**config.mk**
```make
export PLATFORM = sky130hd
export DESIGN_NAME = vu_vmu_load_wb
export DESIGN_NICKNAME = d
export VERILOG_FILES = /design/src/rtl/vu_vmu_load_wb_pkg.sv /design/src/rtl/vu_vmu_elem_extract.sv /design/src/rtl/vu_vmu_load_wb.sv
export SDC_FILE = /design/constraint.sdc
export NUM_CORES = 1
export LEC_CHECK = 0
export CORE_MARGIN = 10
export CORE_UTILIZATION = 40
export DETAILED_ROUTE_END_ITERATION = 7
export PLACE_DENSITY = 0.76
export SLEW_MARGIN = 20
export SYNTH_ARGS = -nofsm -noshare
export SYNTH_HDL_FRONTEND = slang
export SYNTH_HIERARCHICAL = 1
export SYNTH_SLANG_ARGS = --single-unit
```
**constraint.sdc**
```tcl
create_clock -name clk -period 3.23 [get_ports clk]
set_input_delay 0.4845 -clock clk [delete_from_list [all_inputs] [get_ports clk]]
set_output_delay 0.4845 -clock clk [all_outputs]
set_load 0.1 [all_outputs]
```
**src/rtl/vu_vmu_load_wb_pkg.sv**
```systemverilog
// Shared definitions for the VMU load writeback path.
// Combinational helpers only; no latency.
// No flow control in this file.
package vu_vmu_load_wb_pkg;

    // Width of one reorder-queue data entry; the ROQ uses the same constant.
    localparam int ROQ_DATA_SIZE = 128;
    // Width of one writeback element after sign/zero extension.
    localparam int ELEM_EXT_SIZE = 64;

    // Element width encodings carried on cmd_bits_typ.
    typedef enum logic [1:0] {
        TYP_B = 2'd0,   // 8-bit
        TYP_H = 2'd1,   // 16-bit
        TYP_W = 2'd2,   // 32-bit
        TYP_D = 2'd3    // 64-bit
    } typ_t;

    typedef enum logic {
        IDLE = 1'b0,
        RUN  = 1'b1
    } state_t;

    // Slots per entry: how many elements of the given width fit in one entry.
    function automatic logic [4:0] spe(input logic [1:0] typ);
        logic [4:0] n;
        case (typ)
            TYP_B:   n = 5'd16;
            TYP_H:   n = 5'd8;
            TYP_W:   n = 5'd4;
            default: n = 5'd2;
        endcase
        return n;
    endfunction

    // Index of the final slot in an entry (SPE-1); slot counter is 4 bits.
    function automatic logic [3:0] slot_last(input logic [1:0] typ);
        logic [4:0] n;
        n = spe(typ) - 5'd1;
        return n[3:0];
    endfunction

endpackage

```
**src/rtl/vu_vmu_elem_extract.sv**
```systemverilog
// Selects one element of a ROQ entry by slot and width, then sign/zero-extends it to 64 bits.
// Purely combinational, zero latency.
// No flow control; the caller owns all handshakes.
//
// Ports:
//   entry  - 128-bit ROQ entry, slot 0 in the LSBs
//   slot   - element slot within the entry (range depends on typ)
//   typ    - element width code (8/16/32/64 bits)
//   sgn    - 1 = sign-extend, 0 = zero-extend (ignored for 64-bit)
//   elem   - extended 64-bit element
module vu_vmu_elem_extract
    import vu_vmu_load_wb_pkg::*;
(
    input  logic [ROQ_DATA_SIZE-1:0] entry,
    input  logic [3:0]               slot,
    input  logic [1:0]               typ,
    input  logic                     sgn,
    output logic [ELEM_EXT_SIZE-1:0] elem
);

    // Each width only uses as many slot bits as it has slots, so the bit
    // offsets below can never run past the top of the entry.
    logic [7:0]  elem_b;
    logic [15:0] elem_h;
    logic [31:0] elem_w;
    logic [63:0] elem_d;

    assign elem_b = entry[{slot, 3'b000} +: 8];
    assign elem_h = entry[{slot[2:0], 4'b0000} +: 16];
    assign elem_w = entry[{slot[1:0], 5'b00000} +: 32];
    assign elem_d = entry[{slot[0], 6'b000000} +: 64];

    always_comb begin
        elem = '0;
        case (typ)
            TYP_B:   elem = {{56{sgn & elem_b[7]}}, elem_b};
            TYP_H:   elem = {{48{sgn & elem_h[15]}}, elem_h};
            TYP_W:   elem = {{32{sgn & elem_w[31]}}, elem_w};
            default: elem = elem_d;
        endcase
    end

endmodule

```
**src/rtl/vu_vmu_load_wb.sv**
```systemverilog
// Unpacks in-order 128-bit ROQ load entries into extended elements for VRF writeback.
// Zero latency: wb outputs are combinational from the ROQ head plus registered slot/index.
// Stalls hold all outputs when wb_rdy=0; wb_val drops when the ROQ head is not valid.
//
// Ports:
//   clk, reset                     - clock, synchronous active-high reset
//   cmd_bits_vlen/typ/signed       - command: element count-1, element width, extension mode
//   cmd_val / cmd_rdy              - command handshake (accepted only when idle)
//   roq_deq_data_bits/val/rdy      - ROQ head entry; rdy pops the head this cycle
//   wb_data_bits/elem_idx/last     - writeback element, destination index, final-element flag
//   wb_val / wb_rdy                - writeback handshake
//   busy                           - a command is in progress
module vu_vmu_load_wb #(
    parameter int ROQ_DATA_SIZE = 128,
    parameter int VLEN_SIZE     = 11,
    parameter int WB_DATA_SIZE  = 64
) (
    input  logic                     clk,
    input  logic                     reset,
    input  logic [VLEN_SIZE-1:0]     cmd_bits_vlen,
    input  logic [1:0]               cmd_bits_typ,
    input  logic                     cmd_bits_signed,
    input  logic                     cmd_val,
    output logic                     cmd_rdy,
    input  logic [ROQ_DATA_SIZE-1:0] roq_deq_data_bits,
    input  logic                     roq_deq_data_val,
    output logic                     roq_deq_data_rdy,
    output logic [WB_DATA_SIZE-1:0]  wb_data_bits,
    output logic [VLEN_SIZE-1:0]     wb_elem_idx,
    output logic                     wb_last,
    output logic                     wb_val,
    input  logic                     wb_rdy,
    output logic                     busy
);

    import vu_vmu_load_wb_pkg::*;

    state_t               state;
    logic [VLEN_SIZE-1:0] elem_idx;
    logic [VLEN_SIZE-1:0] vlen_q;
    logic [3:0]           slot;
    logic [1:0]           typ_q;
    logic                 signed_q;

    logic                 run;
    logic                 fire;
    logic                 slot_end;

    // Reset is synchronous, so the state register may still read RUN during the
    // reset cycle; every handshake is gated so nothing fires or pops then.
    assign run      = (state == RUN) && !reset;
    assign cmd_rdy  = (state == IDLE) && !reset;
    assign busy     = run;

    assign wb_val   = run && roq_deq_data_val;
    assign fire     = wb_val && wb_rdy;
    assign wb_last  = (elem_idx == vlen_q);
    assign slot_end = (slot == slot_last(typ_q));

    assign wb_elem_idx = elem_idx;

    // Pop when the entry's last slot is consumed, or when the command ends
    // part-way through an entry (entries are never shared across commands).
    assign roq_deq_data_rdy = fire && (slot_end || wb_last);

    vu_vmu_elem_extract u_extract (
        .entry (roq_deq_data_bits),
        .slot  (slot),
        .typ   (typ_q),
        .sgn   (signed_q),
        .elem  (wb_data_bits)
    );

    always_ff @(posedge clk) begin
        if (reset) begin
            state    <= IDLE;
            elem_idx <= '0;
            vlen_q   <= '0;
            slot     <= '0;
            typ_q    <= TYP_B;
            signed_q <= 1'b0;
        end else begin
            case (state)
                IDLE: begin
                    if (cmd_val) begin
                        vlen_q   <= cmd_bits_vlen;
                        typ_q    <= cmd_bits_typ;
                        signed_q <= cmd_bits_signed;
                        elem_idx <= '0;
                        slot     <= '0;
                        state    <= RUN;
                    end
                end
                RUN: begin
                    if (fire) begin
                        if (wb_last) begin
                            // Index stays at vlen so it never wraps within a command.
                            slot  <= '0;
                            state <= IDLE;
                        end else begin
                            elem_idx <= elem_idx + 1'b1;
                            slot     <= slot_end ? 4'd0 : slot + 4'd1;
                        end
                    end
                end
                default: state <= IDLE;
            endcase
        end
    end

endmodule

```
# ---- Word-level counts from Yosys, hierarchy flattened
# Index checks and enable logic that the tools add are counted.
dict set report totals {
  register_bits 30
  output_inout_bits 80
}
dict set report classes {
  add_sub_neg 3
  eq_ne 7
  n_shift 4
  n_mux 15
  bitwise 4
  n_reduce_logical 11
}
# cell count
set ops {}
lappend ops {{$pmux 64 s3} 1}
lappend ops {{$shiftx 128x8->16} 1}
lappend ops {{$shiftx 128x8->32} 1}
lappend ops {{$shiftx 128x8->64} 1}
lappend ops {{$shiftx 128x8->8} 1}
lappend ops {{$mux 11} 3}
lappend ops {{$pmux 11 s2} 1}
lappend ops {{$mux 4} 4}
lappend ops {{$pmux 4 s3} 1}
lappend ops {{$add 11x1->11 const B} 1}
lappend ops {{$eq 11x11->1} 1}
lappend ops {{$pmux 4 s2} 1}
lappend ops {{$logic_and 1x1->1} 5}
lappend ops {{$add 4x1->4 const B} 1}
lappend ops {{$eq 4x4->1} 1}
lappend ops {{$ne 2x2->1 const B} 2}
lappend ops {{$reduce_and 2->1} 2}
lappend ops {{$sub 4x1->4 const B} 1}
lappend ops {{$and 1x1->1} 3}
lappend ops {{$mux 1} 3}
lappend ops {{$reduce_and 3->1} 1}
lappend ops {{$eq 2x1->1 const B} 1}
lappend ops {{$eq 2x2->1 const B} 1}
lappend ops {{$logic_not 2->1} 1}
lappend ops {{5 further kinds} 5}

# ---- Logic depth before layout (Yosys ltp)
# Gate-level depths: netlist of run 1.
dict set report logic_depth {
  depth_word 8
  depth_mapped 9
}

# ---- Modules after synthesis
# Netlist of run 1, hierarchy kept.
# mod n_inst cells_per_inst area_each_um2 seq_area_each_um2
set modules_own_cells {}
lappend modules_own_cells {vu_vmu_elem_extract 1 446 4239.1 0.0}
lappend modules_own_cells {vu_vmu_load_wb 1 187 1585.3 600.6}

# ---- Worst setup path before layout of run 1
# OpenSTA, ideal clock, no wires.
dict set report synth_timing {
  path_type {register -> output}
  from {register slot[0]}
  to {output wb_data_bits[33]}
  t_arrival_ps 3882
  required_ps 2745
  path_slack_ps -1136
  path_stages_with_launch 9
  cell_sequence {dfxtp_1 > buf_4 > buf_6 > buf_4 > buf_4 > buf_4 > buf_2 > mux2i_1 > o21ai_0}
}
dict set report synth_between {
  elab_chain_len 3
  elab_cells_between_ends 8
  cone_classes {shift: 4; mux: 1; bitwise: 3}
}
# item line
set synth_rtl {}
lappend synth_rtl {{start, declared} vu_vmu_load_wb.sv:41} ;# logic [3:0] slot;
lappend synth_rtl {{start signal, assigned} vu_vmu_load_wb.sv:102} ;# slot <= slot_end ? 4'd0 : slot + 4'd1;
lappend synth_rtl {{$shiftx 128x8->32, or another cell as far along} vu_vmu_elem_extract.sv:30} ;# assign elem_w = entry[{slot[1:0], 5'b00000} +: 32];
lappend synth_rtl {{$and 1x1->1, on equally long branches} {vu_vmu_elem_extract.sv:38, vu_vmu_elem_extract.sv:36, vu_vmu_elem_extract.sv:37}}
lappend synth_rtl {{$pmux 64 s3 (*)} vu_vmu_elem_extract.sv:35} ;# case (typ)
lappend synth_rtl {{end, declared} vu_vmu_load_wb.sv:28} ;# output logic [WB_DATA_SIZE-1:0] wb_data_bits,
# Every way passes the cells marked *; elsewhere a longest branch is shown, timed or not.

# ---- Final worst setup path of run 1
dict set report layout_timing {
  from {input roq_deq_data_bits[127]}
  to {output wb_data_bits[17]}
}
dict set report layout_between {
  elab_chain_len 3
  elab_cells_between_ends 5
  cone_classes {shift: 2; mux: 1; bitwise: 2}
}
# item line
set layout_rtl {}
lappend layout_rtl {{start, declared} vu_vmu_load_wb.sv:25} ;# input logic [ROQ_DATA_SIZE-1:0] roq_deq_data_bits,
lappend layout_rtl {{$shiftx 128x8->16 or $shiftx 128x8->8 (tied branches)} {vu_vmu_elem_extract.sv:29, vu_vmu_elem_extract.sv:28}}
lappend layout_rtl {{$and 1x1->1, on equally long branches} {vu_vmu_elem_extract.sv:37, vu_vmu_elem_extract.sv:36}}
lappend layout_rtl {{$pmux 64 s3 (*)} vu_vmu_elem_extract.sv:35}
# Marks and branches as above.

==> run_results.csv, run 1 <==
group,metric,value,unit
status,status,"complete, no violations",
final_layout,multiInputGateArea,5100,um2
floorplanning,fp.dieArea,19800,um2
final_layout,stdcell_area,9350,um2
clock_tree,clockBufferDepth,2,
min_path,min_from,"vlen_q[4]$_SDFFE_PP0P_",
logic_synthesis,yosysSeqAreaShare,10.3,%
logic_synthesis,ys_types,69,
power,cellLeakagePower,3.17,nW
grt,grt_pass1_wl,38.1,mm
logic_synthesis,yosysTopAreaCell,"mux4_2",
floorplanning,die_w,141,um
route,dr.pass1.iters,5,
route,drtIter0Drc,521,
sta,slew_violations,0,
final_layout,seq_area,609,um2
grt,grt_usage,23.0,%
route,vias_per_cell,6.54,
clock_tree,clk-insertion-delay-late,0.27,ns
final_layout,syn2layout_area_growth,60.5,%
route,vias,6648,
final_layout,layout-drive-gt1-share,35.6,%
placed_design,gp_congestion,0.931,
logic_synthesis,synthAdderAreaFrac,0.430,%
logic_synthesis,synth_top_area_share,29.8,%
sta,fin_crit,3.18,ns
power,power_density,252,nW/um2
min_path,whs_path_depth,2,
clock_tree,cts_num_sinks,30,
logic_synthesis,yosys_warnings,6,
logic_synthesis,synth.area.top_cells,"mux4_2 30%, dfxtp_1 10%, mux2i_1 10%",
logic_synthesis,synth.area.mux_share,43.8,%
logic_synthesis,netlist_instances,633,
sta,fin_setup_tns,0,ns
power,power_switching_share,44.6,%
worst_setup_path,reg2reg_setup_slack,1.10,ns
sta,fmax,315,MHz
clock_tree,clkTransAtPathRegs,0.05,ns
worst_setup_path,cp.arrival,2.69,ns
logic_synthesis,async_flop_share,0,%
sta,finalHoldViolCount,0,
route,ant_nets,0,
worst_setup_path,start_kind,"input port",
grt,first_global_vias,6643,
power,seqPwrFrac,16.9,%
sta,fin_crit_sh,98.3,%
sta,setup_viol,0,
power,p_int,0.00131,W
sta,slew_headroom,38.8,%
logic_synthesis,syn_area,5820,um2
power,ir_drop,0.000301,V
worst_setup_path,worstReg2RegEnd,"slot[3]$_SDFFE_PP0P_",
floorplanning,die_h,141,um
route,drc,0,
power,pwr-share-clk,19.2,%
power,pwr-share-comb,63.9,%
worst_setup_path,critical_path_class,"input port to primary output",
clock_tree,cts_inserted_buffers,5,
min_path,min_path_type,"flop to flop",
logic_synthesis,synth_top_family_by_area,"multiplexers",
logic_synthesis,synth_xor_area_share,1.65,%
sta,clock_skew,0.00275,ns
logic_synthesis,synth_compound_area_share,22.8,%
worst_setup_path,rr_worst_depth,6,
placed_design,dpl.hpwl,18.9,mm
route,routedWlPerCell,24.2,um
floorplanning,initial_core_util,40.4,%
worst_setup_path,critical_path.max_fanout,9,
final_layout,final_core_util,64.8,%
grt,grt_max_degree,85,
clock_tree,root_buffer,"clkbuf_16",
route,routed_wl,24.6,mm
clock_tree,cts_tree,"built",
placed_design,placed_area,9160,um2
grt,antenna_found_initial,0,
floorplanning,ios,227,
worst_setup_path,end_kind,"primary output",
placed_design,port_buffers,226,
worst_setup_path,reg2reg_from,"slot[1]$_SDFFE_PP0P_",
clock_tree,htree_levels,2,
final_layout,fill_cells,1107,
final_layout,nets,980,
floorplanning,fp.coreArea,14400,um2
logic_synthesis,synth_edf_count,0,
min_path,whs_endpoint,"vlen_q[4]$_SDFFE_PP0P_",
power,power.switching,0.00105,W
clock_tree,post_cts_buffers,0,
run,cap_violations,0,
logic_synthesis,syn_avg_cell_area,9.20,um2
logic_synthesis,synth_simple_gate_area_share,14.4,%
worst_setup_path,required,2.75,ns
logic_synthesis,ys_ff_latch,30,
sta,worst_pin_slew,0.911,ns
logic_synthesis,synth_ff_type,"dfxtp_1",
logic_synthesis,synth_nets,782,
sta,whs,0.469,ns
grt,grt_remaining_overflow,0,
floorplanning,rows,44,
stage by stage:
| step | instances | setup WS, ns | power, W |
|---|---|---|---|
| after floorplan | 633 | -0.166 | 0.00126 |
| after global placement | 1007 | 0.0902 | 0.00187 |
| after detailed placement | 1007 | 0.0290 | 0.00190 |
| after CTS | 1014 | 0.0205 | 0.00235 |
| after global routing | 1015 | -0.0152 | 0.00243 |
| final | 1016 | 0.0540 | 0.00236 |
final cells by class:
| cell class | count | area share, % |
|---|---|---|
| multi-input cells | 532 | 54.6 |
| repair buffers | 259 | 34.7 |
| flip-flops and latches | 30 | 6.52 |
| well taps | 184 | 2.46 |
| clock buffers | 7 | 1.53 |
| inverters | 3 | 0.134 |
| diodes | 1 | 0.0268 |
critical path: stages:
cell and delay, ns:
clkdlybuf4s50_1 0.46, mux4_2 0.50, a22o_1 0.27, o21ai_4 0.19, a21boi_2 0.21, buf_4 0.26
a21oi_2 0.12, buf_12 0.18
what timing repair did:
action	CTS	global route
setup endpoints to repair	0	16
gates resized for setup	0	2
hold buffers	0	0
power by group through the flow:
stage	logic (W)	clock network, W	registers, W
global route	0.00156	0.000473	0.000401
finish	0.00151	0.000452	0.000399
CTS	0.00150	0.000456	0.000399
floorplan	0.000862	0	0.000400
global placement	0.00147	0	0.000406
detailed placement	0.00149	0	0.000406
state kept, by name, indices dropped and copies added (netlist names):
register	cells
signed_q	1
slot	4
state	1
typ_q	2
vlen_q	11
wb_elem_idx	11
synth_stat cells, types with 10 or more instances:
cell type / n
a221oi_1: 14
mux2i_1: 59
buf_4: 14
dfxtp_1: 30
a21oi_1: 41
nand2_1: 61
o21ai_0: 57
xor2_1: 10
nor2b_1: 24
mux2_2: 20
nor2_1: 20
mux4_2: 77
buf_2: 22
o22ai_1: 14
clkbuf_1: 26
a211oi_1: 18
cells in the final DEF, fill, tap and decap left out, types with 7 or more instances in the layout:
cell / instances
clkdlybuf4s50_1: 146
mux4_2: 77
buf_12: 72
nand2_1: 60
mux2i_1: 59
buf_4: 39
o21ai_2: 39
dfxtp_1: 27
a21oi_1: 25
nor2b_1: 24
mux2_2: 20
nor2_1: 19
a211oi_1: 18
o21ai_0: 18
a21oi_2: 17
a221oi_1: 14
o22ai_1: 14
xor2_1: 10
nand2b_1: 7
kinds of logic (layout without fill, tap and decap cells):
group	Yosys count	count (layout)
and+or+nand+nor	162	162
DFF	30	30
xor gates and xnor gates	11	11
muxes	156	156
other	0	1
buffers and inverters	71	269
adders and majority gates	2	2
AOI/OAI and AO/OA	201	201
worst max-delay path by stage:
| stage | start | end | slack, ns | cells after the start |
|---|---|---|---|---|
| 3_3_place_gp | roq_deq_data_bits[127] | wb_data_bits[33] | 0.09 | 8 |
| 5_1_grt | slot[1]$_SDFFE_PP0P_ | wb_data_bits[33] | -0.02 | 7 |
| 2_1_floorplan | slot[0]$_SDFFE_PP0P_ | wb_data_bits[33] | -0.17 | 8 |
| 6_report | roq_deq_data_bits[127] | wb_data_bits[17] | 0.05 | 8 |
| 4_1_cts | roq_deq_data_bits[55] | wb_data_bits[33] | 0.02 | 8 |
| 3_5_place_dp | roq_deq_data_bits[55] | wb_data_bits[33] | 0.03 | 8 |
metal layers:
metal  GRT usage (%)  vias to the layer above  wire (um)
met5               0                        -          0
met4            4.51                        0        434
met3            4.94                       44       2240
met2            39.7                      386      12500
met1            28.8                     3270       9420
li1                -                     2948          -
Power figures use the tool's default switching activity.
==> run 2, diff against run 1 <==
--- a/config.mk
+++ b/config.mk
@@ -5,10 +5,12 @@
 export SDC_FILE = /design/constraint.sdc
 export NUM_CORES = 1
 export LEC_CHECK = 0
+export ABC_CLOCK_PERIOD_IN_PS = 3230
+export CAP_MARGIN = 20
 export CORE_MARGIN = 10
-export CORE_UTILIZATION = 40
+export CORE_UTILIZATION = 46
 export DETAILED_ROUTE_END_ITERATION = 7
-export PLACE_DENSITY = 0.76
+export PLACE_DENSITY = 0.86
 export SLEW_MARGIN = 20
 export SYNTH_ARGS = -nofsm -noshare
 export SYNTH_HDL_FRONTEND = slang
==> run_results.csv, run 2 (same netlist as run 1, synthesis figures left out) <==
group,metric,value,unit
route,routed_wl,25.4,mm
floorplanning,fp.coreArea,12500,um2
clock_tree,clk-insertion-delay-late,0.28,ns
placed_design,dpl.hpwl,19.9,mm
placed_design,port_buffers,226,
clock_tree,cts_num_sinks,30,
clock_tree,clockBufferDepth,2,
floorplanning,initial_core_util,46.5,%
final_layout,final_common_cell,"clkdlybuf4s50_1",
clock_tree,hold_buffers,0,
worst_setup_path,reg2reg_setup_slack,1.28,ns
final_layout,num_antenna_cells,0,
final_layout,multiInputGateArea,5100,um2
clock_tree,htree_levels,2,
final_layout,final_cell_mix,"146 x clkdlybuf4s50_1, 77 x mux4_2, 74 x buf_12",
grt,grt_max_degree,75,
floorplanning,die_h,133,um
floorplanning,fp.dieArea,17600,um2
run,cap_violations,0,
floorplanning,die_w,133,um
final_layout,final_core_util,74.5,%
route,vias,6718,
sta,finalHoldViolCount,0,
sta,fmax,316,MHz
grt,antenna_found_initial,0,
clock_tree,clkTransAtPathRegs,0.05,ns
clock_tree,cts_tree,"built",
placed_design,gp_congestion,0.975,
sta,setup_viol,0,
power,power_density,255,nW/um2
final_layout,fill_cells,845,
sta,slew_headroom,56.0,%
floorplanning,ios,227,
sta,worst_pin_slew,0.659,ns
grt,first_global_vias,6741,
power,cellLeakagePower,3.16,nW
worst_setup_path,required,2.75,ns
sta,clock_skew,0.00731,ns
clock_tree,cts_inserted_buffers,5,
final_layout,seq_area,609,um2
route,routedWlPerCell,25.4,um
grt,grt_pass1_wl,39.2,mm
final_layout,syn2layout_area_growth,60.1,%
worst_setup_path,critical_path_class,"input port to primary output",
sta,rsz0062_at_grt,"yes",
final_layout,nets,978,
worst_setup_path,start_kind,"input port",
final_layout,layout-drive-gt1-share,35.5,%
clock_tree,root_buffer,"clkbuf_16",
status,status,"complete, no violations",
worst_setup_path,end_kind,"primary output",
sta,whs,0.470,ns
grt,grt_remaining_overflow,0,
grt,grt_usage,27.0,%
sta,slew_violations,0,
route,drtIter0Drc,942,
min_path,min_path_type,"flop to flop",
route,drc,0,
worst_setup_path,critical_path.max_fanout,8,
sta,fin_crit,3.17,ns
floorplanning,rows,41,
worst_setup_path,cp.arrival,2.68,ns
route,dr.pass1.iters,5,
sta,fin_crit_sh,98.1,%
route,vias_per_cell,6.70,
route,ant_nets,0,
power,ir_drop,0.000357,V
## run 2: worst max-delay path: stages
cell,delay (ns)
clkdlybuf4s50_1,0.48
mux4_2,0.48
a22o_1,0.28
o21ai_4,0.22
a21boi_2,0.21
buf_4,0.23
a21oi_2,0.11
buf_12,0.18
## run 2: repair_timing
| action | in CTS | in global routing |
|---|---|---|
| setup buffers | 0 | 0 |
| endpoints found under the hold margin | 0 | 0 |
| resized for setup | 0 | 1 |
| setup endpoints to repair | 0 | 23 |
## run 2: cell type report
type | count | share of cell area, %
Multi-Input combinational cell | 532 | 54.7
Clock inverter | 1 | 0.0537
Inverter | 3 | 0.134
Timing Repair Buffer | 257 | 34.7
Sequential cell | 30 | 6.53
Tap cell | 172 | 2.31
Clock buffer | 7 | 1.53
## run 2: final timing paths
check	from	endpoint	cells after the start
max	roq_deq_data_bits[119]	wb_data_bits[16]	8
min	vlen_q[3]$_SDFFE_PP0P_	vlen_q[3]$_SDFFE_PP0P_	2
max reg2reg	slot[1]$_SDFFE_PP0P_	slot[2]$_SDFFE_PP0P_	6
min reg2reg	vlen_q[3]$_SDFFE_PP0P_	vlen_q[3]$_SDFFE_PP0P_	2
## run 2: where the power goes
group	leakage (nW)	internal, W	total, W	switching (W)
clock network	0.0739	0.000305	0.000466	0.000161
registers	0.246	0.000381	0.000401	0.0000197
logic	2.84	0.000626	0.00151	0.000889
total	3.16	0.00131	0.00238	0.00107
## run 2: per-stage QoR
step | total power [W] | setup TNS, ns | cell area [um2] | instances | worst slack, ns
2_1_floorplan | 0.00126 | -0.218 | 6130 | 633 | -0.166
3_3_place_gp | 0.00188 | 0 | 9150 | 993 | 0.129
3_5_place_dp | 0.00190 | 0 | 9150 | 993 | 0.0320
4_1_cts | 0.00237 | 0 | 9290 | 1001 | 0.0304
5_1_grt | 0.00245 | -0.00689 | 9330 | 1002 | -0.00621
6_report | 0.00238 | 0 | 9330 | 1002 | 0.0610
## run 2: routing by layer
| layer | wire length [um] | part of all wire (%) | global-route usage [%] | up-vias |
|---|---|---|---|---|
| li1 | - | - | - | 2941 |
| met1 | 9400 | 37 | 31.8 | 3267 |
| met2 | 13000 | 51 | 48.3 | 439 |
| met3 | 2260 | 8.9 | 5.98 | 71 |
| met4 | 813 | 3.2 | 6.97 | 0 |
| met5 | 0 | 0 | 0 | - |
